<file path="config.mk">
export PLATFORM = sky130hd
export DESIGN_NAME = memoria_dp_param_flat
export DESIGN_NICKNAME = d
export VERILOG_FILES = /design/src/rtl/memoria_pkg.sv /design/src/rtl/memoria_dp_param_if.sv /design/src/rtl/mem_rd_pipe.sv /design/src/rtl/memoria_dp_param.sv /design/src/flat_wrapper.sv
export SDC_FILE = /design/constraint.sdc
export NUM_CORES = 1
export LEC_CHECK = 0
export ABC_AREA = 0
export CAP_MARGIN = 20
export CORE_ASPECT_RATIO = 0.75
export CORE_MARGIN = 2
export CORE_UTILIZATION = 40
export CTS_CLUSTER_SIZE = 28
export DETAILED_ROUTE_END_ITERATION = 16
export GPL_TIMING_DRIVEN = 0
export HOLD_SLACK_MARGIN = 0.02
export SYNTH_ARGS = -nofsm -noshare
export SYNTH_HDL_FRONTEND = slang
export SYNTH_SLANG_ARGS = --single-unit
</file>
<file path="constraint.sdc">
create_clock -name clk -period 3.12 [get_ports clk]
set_input_delay 0.468 -clock clk [delete_from_list [all_inputs] [get_ports clk]]
set_output_delay 0.468 -clock clk [all_outputs]
set_load 0.02 [all_outputs]
</file>
<file path="src/rtl/memoria_pkg.sv">
// memoria_pkg
// Shared definitions for the parametrised dual-port memory:
//   state_t  - initialisation FSM encoding (ST_CLEAR, ST_RUN)
//   RW_*     - values of the per-port rw request bit
//   RDW_*    - cross-port read-during-write modes
package memoria_pkg;

  typedef enum logic {
    ST_CLEAR = 1'b0,
    ST_RUN   = 1'b1
  } state_t;

  localparam logic RW_WRITE = 1'b1;
  localparam logic RW_READ  = 1'b0;

  localparam int RDW_OLD = 0;
  localparam int RDW_NEW = 1;

endpackage

</file>
<file path="src/rtl/memoria_dp_param_if.sv">
// memoria_dp_param_if
// Request/response bundle for the two ports of memoria_dp_param plus the
// shared status flags.
//   en*/rw*/Addr*/DataIn*  requester -> memory
//   DataOut*/valid*        memory -> requester
//   ready/collision        memory -> requester
// master: the requester side, slave: the memory side.
interface memoria_dp_param_if #(
  parameter int DATA_WIDTH = 4,
  parameter int ADDR_WIDTH = 3
);
  logic                  enA;
  logic                  rwA;
  logic [ADDR_WIDTH-1:0] AddrA;
  logic [DATA_WIDTH-1:0] DataInA;
  logic [DATA_WIDTH-1:0] DataOutA;
  logic                  validA;

  logic                  enB;
  logic                  rwB;
  logic [ADDR_WIDTH-1:0] AddrB;
  logic [DATA_WIDTH-1:0] DataInB;
  logic [DATA_WIDTH-1:0] DataOutB;
  logic                  validB;

  logic                  ready;
  logic                  collision;

  modport master (
    output enA, rwA, AddrA, DataInA,
    output enB, rwB, AddrB, DataInB,
    input  DataOutA, validA, DataOutB, validB,
    input  ready, collision
  );

  modport slave (
    input  enA, rwA, AddrA, DataInA,
    input  enB, rwB, AddrB, DataInB,
    output DataOutA, validA, DataOutB, validB,
    output ready, collision
  );
endinterface

</file>
<file path="src/rtl/mem_rd_pipe.sv">
// mem_rd_pipe
// LAT-deep read return pipeline for one memory port. A valid/data pair
// enters each cycle; data in a stage only changes when a valid word moves
// into it, so the output holds the last read value between strobes.
//   clk, rst_n          clock, asynchronous active-low reset
//   in_valid, in_data   read request strobe and the word read this cycle
//   out_valid, out_data delayed strobe and held read data
module mem_rd_pipe #(
  parameter int WIDTH = 4,
  parameter int LAT   = 1
) (
  input  logic             clk,
  input  logic             rst_n,
  input  logic             in_valid,
  input  logic [WIDTH-1:0] in_data,
  output logic             out_valid,
  output logic [WIDTH-1:0] out_data
);

  logic [LAT-1:0]            valid_q, valid_d;
  logic [LAT-1:0][WIDTH-1:0] data_q, data_d;

  // Stage i loads from stage i-1 only when that stage carries a valid word.
  always_comb begin
    valid_d    = valid_q;
    data_d     = data_q;
    valid_d[0] = in_valid;
    if (in_valid) data_d[0] = in_data;
    for (int i = 1; i < LAT; i++) begin
      valid_d[i] = valid_q[i-1];
      if (valid_q[i-1]) data_d[i] = data_q[i-1];
    end
  end

  always_ff @(posedge clk or negedge rst_n) begin
    if (!rst_n) begin
      valid_q <= '0;
      data_q  <= '0;
    end else begin
      valid_q <= valid_d;
      data_q  <= data_d;
    end
  end

  assign out_valid = valid_q[LAT-1];
  assign out_data  = data_q[LAT-1];

endmodule

</file>
<file path="src/rtl/memoria_dp_param.sv">
// memoria_dp_param
// Parametrised true dual-port synchronous memory with a self-clearing
// initialisation pass after reset, per-port read-valid strobes, selectable
// cross-port read-during-write behaviour and write-write collision flag.
//   clk      system clock, rising edge
//   reset_L  asynchronous active-low reset
//   bus      memoria_dp_param_if.slave: port A/B requests and read data,
//            ready (initialised) and collision (one-cycle pulse)
module memoria_dp_param
  import memoria_pkg::*;
#(
  parameter int DATA_WIDTH = 4,
  parameter int ADDR_WIDTH = 3,
  parameter int READ_LAT   = 1,
  parameter int RDW_MODE   = 0
) (
  input  logic                clk,
  input  logic                reset_L,
  memoria_dp_param_if.slave   bus
);

  localparam int DEPTH = 2 ** ADDR_WIDTH;

  state_t                state_q, state_d;
  logic [ADDR_WIDTH:0]   cnt_q, cnt_d;
  logic                  collision_q, collision_d;
  logic [DATA_WIDTH-1:0] mem_q [DEPTH];

  logic                  run;
  logic                  same_addr;
  logic                  wr_a, wr_b, rd_a, rd_b;
  logic [DATA_WIDTH-1:0] rdata_a, rdata_b;

  assign run = (state_q == ST_RUN);

  // Request decode. On a same-address write-write, port A wins and the
  // port B write is dropped. A reader only sees the other port's write data
  // when the new-data read-during-write mode is selected.
  always_comb begin
    same_addr   = (bus.AddrA == bus.AddrB);
    wr_a        = run && bus.enA && (bus.rwA == RW_WRITE);
    wr_b        = run && bus.enB && (bus.rwB == RW_WRITE) && !(wr_a && same_addr);
    rd_a        = run && bus.enA && (bus.rwA == RW_READ);
    rd_b        = run && bus.enB && (bus.rwB == RW_READ);
    collision_d = wr_a && bus.enB && (bus.rwB == RW_WRITE) && same_addr;

    rdata_a = mem_q[bus.AddrA];
    rdata_b = mem_q[bus.AddrB];
    if (RDW_MODE == RDW_NEW) begin
      if (wr_b && same_addr) rdata_a = bus.DataInB;
      if (wr_a && same_addr) rdata_b = bus.DataInA;
    end
  end

  // Initialisation FSM: sweep every address once, then run until reset.
  always_comb begin
    state_d = state_q;
    cnt_d   = cnt_q;
    case (state_q)
      ST_CLEAR: begin
        cnt_d = cnt_q + 1'b1;
        if (cnt_q == (ADDR_WIDTH+1)'(DEPTH - 1)) state_d = ST_RUN;
      end
      ST_RUN:   state_d = ST_RUN;
      default:  state_d = ST_CLEAR;
    endcase
  end

  always_ff @(posedge clk or negedge reset_L) begin
    if (!reset_L) begin
      state_q     <= ST_CLEAR;
      cnt_q       <= '0;
      collision_q <= 1'b0;
    end else begin
      state_q     <= state_d;
      cnt_q       <= cnt_d;
      collision_q <= collision_d;
    end
  end

  // Storage is not reset; the CLEAR sweep zeroes it instead.
  always_ff @(posedge clk) begin
    if (!run) begin
      mem_q[cnt_q[ADDR_WIDTH-1:0]] <= '0;
    end else begin
      if (wr_b) mem_q[bus.AddrB] <= bus.DataInB;
      if (wr_a) mem_q[bus.AddrA] <= bus.DataInA;
    end
  end

  mem_rd_pipe #(.WIDTH(DATA_WIDTH), .LAT(READ_LAT)) u_pipe_a (
    .clk       (clk),
    .rst_n     (reset_L),
    .in_valid  (rd_a),
    .in_data   (rdata_a),
    .out_valid (bus.validA),
    .out_data  (bus.DataOutA)
  );

  mem_rd_pipe #(.WIDTH(DATA_WIDTH), .LAT(READ_LAT)) u_pipe_b (
    .clk       (clk),
    .rst_n     (reset_L),
    .in_valid  (rd_b),
    .in_data   (rdata_b),
    .out_valid (bus.validB),
    .out_data  (bus.DataOutB)
  );

  assign bus.ready     = run;
  assign bus.collision = collision_q;

endmodule

</file>
<file path="src/flat_wrapper.sv">
// flat-port wrapper written by rule: the top's interface ports become plain ports
module memoria_dp_param_flat import memoria_pkg::*;
#(
  parameter int DATA_WIDTH = 4,
  parameter int ADDR_WIDTH = 3,
  parameter int READ_LAT   = 1,
  parameter int RDW_MODE   = 0
)
  (clk, reset_L, bus_enA, bus_rwA, bus_AddrA, bus_DataInA, bus_enB, bus_rwB, bus_AddrB, bus_DataInB, bus_DataOutA, bus_validA, bus_DataOutB, bus_validB, bus_ready, bus_collision);
  memoria_dp_param_if #(.DATA_WIDTH(DATA_WIDTH), .ADDR_WIDTH(ADDR_WIDTH)) bus_i ();
  input  logic clk;
  input  logic reset_L;
  input wire logic [$bits(bus_i.enA)-1:0] bus_enA;
  input wire logic [$bits(bus_i.rwA)-1:0] bus_rwA;
  input wire logic [$bits(bus_i.AddrA)-1:0] bus_AddrA;
  input wire logic [$bits(bus_i.DataInA)-1:0] bus_DataInA;
  input wire logic [$bits(bus_i.enB)-1:0] bus_enB;
  input wire logic [$bits(bus_i.rwB)-1:0] bus_rwB;
  input wire logic [$bits(bus_i.AddrB)-1:0] bus_AddrB;
  input wire logic [$bits(bus_i.DataInB)-1:0] bus_DataInB;
  output wire logic [$bits(bus_i.DataOutA)-1:0] bus_DataOutA;
  output wire logic [$bits(bus_i.validA)-1:0] bus_validA;
  output wire logic [$bits(bus_i.DataOutB)-1:0] bus_DataOutB;
  output wire logic [$bits(bus_i.validB)-1:0] bus_validB;
  output wire logic [$bits(bus_i.ready)-1:0] bus_ready;
  output wire logic [$bits(bus_i.collision)-1:0] bus_collision;
  assign bus_i.enA = bus_enA;
  assign bus_i.rwA = bus_rwA;
  assign bus_i.AddrA = bus_AddrA;
  assign bus_i.DataInA = bus_DataInA;
  assign bus_i.enB = bus_enB;
  assign bus_i.rwB = bus_rwB;
  assign bus_i.AddrB = bus_AddrB;
  assign bus_i.DataInB = bus_DataInB;
  assign bus_DataOutA = bus_i.DataOutA;
  assign bus_validA = bus_i.validA;
  assign bus_DataOutB = bus_i.DataOutB;
  assign bus_validB = bus_i.validB;
  assign bus_ready = bus_i.ready;
  assign bus_collision = bus_i.collision;
  memoria_dp_param #(.DATA_WIDTH(DATA_WIDTH), .ADDR_WIDTH(ADDR_WIDTH), .READ_LAT(READ_LAT), .RDW_MODE(RDW_MODE)) u_core (.clk(clk), .reset_L(reset_L), .bus(bus_i));
endmodule
</file>
==> flow_summary.yaml <==
yosys:
  synth_top_family_by_area: "multiplexers"
  synth-async-reset-ratio_pct: 33.3
  synth_area_um2: 2730
  yosys_register_bits: 48
  synth_fa_ha_area_share_pct: 0.458
  synth_edf_count: 32
  syn_area_per_cell_um2: 11.1
  synth_xor_xnor_area_share_pct: 1.92
  synth_mux_area_share_pct: 15.3
  ys.flop_type: "edfxtp_1"
  synth_cell_type_count: 41
  syn_inst: 247
  ys_seq_area_share_pct: 49.8
  syn-num-nets: 268
  synth-simple-area-share_pct: 14.6
  synth_compound_area_share_pct: 14.6
  yosys_warnings: 0
place:
  place_congestion: 0.893
  dpl_cell_area_um2: 3090
  place_ws_ps: 288
  io_buffers: 25
  dp.cells: 356
  place_hpwl_mm: 5.48
setup_path:
  startpoint_type: "input port"
  r2r_end: "u_core.mem_q[4][1]"
  r2r-start: "u_core.bus.ready"
  path_max_fanout: 8
  required_ps: 3070
  crit_type: "input port to flip-flop"
  arrival_ps: 2460
  worstRegToRegCells: 5
  regToRegSetupSlack_ps: 900
  crit_path_end_kind: "flip-flop"
pwr:
  intPower_mw: 0.943
  powerDensity_nw_per_um2: 405
  clkPwrFrac_pct: 28.8
  seq_power_share_pct: 55.2
  vdd_drop_max_v: 0.000153
  power_frac_comb_pct: 16.0
  p_sw_mw: 0.339
  switching_share_pct: 26.5
  p_leak_nw: 1.18
  p_total_mw: 1.28
grt:
  antenna_found_initial: 0
  grt_pass1_vias: 1961
  grt_pass1_wl_mm: 11.3
  grt_max_degree: 17
  grt-ovfl-total: 0
  grt_usage_pct: 20.9
clock_tree:
  htreeDepth: 2
  clkLatencyLatePin_ps: 310
  clock_sinks: 48
  clk_pin_slew_worst_paths_ps: 80
  cts_resized: 0
  cts_setup_buffers: 0
  clock_path_buffers: 2
  clockRootBuffer: "clkbuf_8"
  cts_buffers: 5
  cts_tree: "done"
  ctsHoldBuffers: 0
drt:
  vias_per_cell: 5.78
  firstDrtPassIters: 5
  ant_nets: 0
  route.vias.total: 2103
  drt_wl_total_mm: 7.20
  drtIter0Drc: 191
  wl_per_cell_um: 19.8
  drc: 0
finish:
  utilization_pct: 47.3
  design_area_um2: 3170
  instances_no_fill: 364
  fin_nets: 300
  num_antenna_cells: 0
  fillCellCount: 658
  drive_above_1_share_pct: 14.3
  areaGrowthSynthToFinish_pct: 15.9
hold_path:
  hold_end: "u_core.u_pipe_b.out_data[2]"
  min_path_cells: 2
  min_from: "u_core.u_pipe_b.out_data[2]"
  hp-class: "flip-flop to flip-flop"
floorplanning:
  die_area_um2: 7520
  initial_core_util_pct: 40.8
  fp.dieW_um: 99.5
  io_pins: 32
  core_um2: 6700
  fp.dieH_um: 75.6
  rows: 26
sta:
  finalClockSkew_ps: 5.23
  timing.final.crit_share_pct: 80.6
  hold_slack_ps: 484
  hold_viol_final: 0
  finalSetupTns_ps: 0
  worst_pin_slew_ps: 737
  rsz0062_at_grt: "false"
  fin_crit_ps: 2510
  timing.fmax_mhz: 398
  slew_headroom_pct: 50.7
  setup_viol: 0
  fin_ws_ps: 607
  slew_violations: 0
run_status:
  status: "finished, final reports clean"
job:
  max-cap-violations: 0
==> power by group through the flow <==
| stage | Clock, mW | Combinational, mW | Sequential (mW) |
|---|---|---|---|
| finish | 0.369 | 0.205 | 0.709 |
| global route | 0.401 | 0.223 | 0.711 |
| CTS | 0.373 | 0.205 | 0.709 |
| detailed placement | 0 | 0.205 | 0.723 |
| global placement | 0 | 0.202 | 0.722 |
| floorplan | 0 | 0.101 | 0.739 |
==> logic make-up (layout without fill, tap and decap cells) <==
| kind of cell | Yosys count | after routing |
|---|---|---|
| multiplexers | 24 | 24 |
| flip-flops | 48 | 48 |
| XOR/XNOR | 6 | 6 |
| AO/OA/AOI/OAI | 63 | 63 |
| adder cells (fa/ha/maj) | 1 | 1 |
| AND/OR/NAND/NOR | 86 | 86 |
| buffers and inverters | 19 | 52 |
==> final cells by class <==
cell class | instances | area [µm²] | area share [%]
buffer | 15 | 77.6 | 2.45
clock buffer | 7 | 76.3 | 2.41
clock inverter | 1 | 3.75 | 0.118
inverter | 4 | 15.0 | 0.474
multi-input combinational | 180 | 1280 | 40.4
sequential | 48 | 1360 | 43.0
tap | 84 | 105 | 3.32
timing repair buffer | 25 | 250 | 7.90
==> routing by layer <==
metal,routed length (µm),up-vias,track usage [%]
li1,-,985,-
met1,3470,1001,31.9
met5,0,-,0
met2,2930,108,30.8
met3,705,9,4.04
met4,91,0,5.48
==> worst max-delay path by stage <==
stage / from / end / slack, ps / depth (start not counted)
finish: bus_AddrA[1] / u_core.mem_q[4][1] / 610 / 5
global route: bus_AddrA[1] / u_core.mem_q[4][0] / 470 / 5
CTS: bus_AddrA[1] / u_core.mem_q[4][0] / 610 / 5
detailed placement: bus_AddrA[1] / u_core.mem_q[4][0] / 290 / 5
global placement: bus_AddrA[1] / u_core.mem_q[4][3] / 360 / 5
floorplan: bus_AddrB[0] / u_core.mem_q[4][0] / 1140 / 5
==> cell usage in the layout, fill, tap and decap left out, types with 2 or more instances in the layout <==
master,count
o21ai_1,16
and3_1,2
a21oi_1,3
clkdlybuf4s50_1,25
nand2b_1,4
xnor2_1,3
a31oi_1,4
a221o_1,4
dfrtp_1,16
buf_4,2
nor2_1,17
o21ai_0,23
clkbuf_8,5
nand2_1,46
nand3_1,5
mux2i_1,8
edfxtp_1,32
xor2_1,3
nor3_1,3
inv_1,4
o21ai_2,5
mux4_2,14
buf_1,5
nand3b_1,2
mux2_2,2
or2_2,2
clkbuf_1,4
buf_2,5
==> critical path: stages <==
cell             delay, ps
clkdlybuf4s50_1        630
nand4b_2               350
nor3_1                 120
or2_2                  330
o21ai_0                560
==> Yosys cell counts (4+ instances only) <==
library cell | count | area [µm²]
nand2_1 | 46 | 173
edfxtp_1 | 32 | 961
o21ai_0 | 23 | 115
nor2_1 | 17 | 63.8
dfrtp_1 | 16 | 400
o21ai_1 | 16 | 80.1
mux4_2 | 14 | 315
mux2i_1 | 8 | 80.1
buf_1 | 5 | 18.8
buf_2 | 5 | 25.0
nand3_1 | 5 | 25.0
o21ai_2 | 5 | 43.8
a221o_1 | 4 | 40.0
a31oi_1 | 4 | 25.0
inv_1 | 4 | 15.0
nand2b_1 | 4 | 25.0
==> flip-flops by register name, summed over array words and instances, names as in the netlist <==
signal / count
u_core.bus.ready: 1
u_core.cnt_q: 4
u_core.mem_q: 32
u_core.u_pipe_b.out_data: 4
u_core.u_pipe_a.out_data: 4
u_core.bus.collision: 1
u_core.u_pipe_a.out_valid: 1
u_core.u_pipe_b.out_valid: 1
Note: power is estimated with default switching activity, not from simulation.
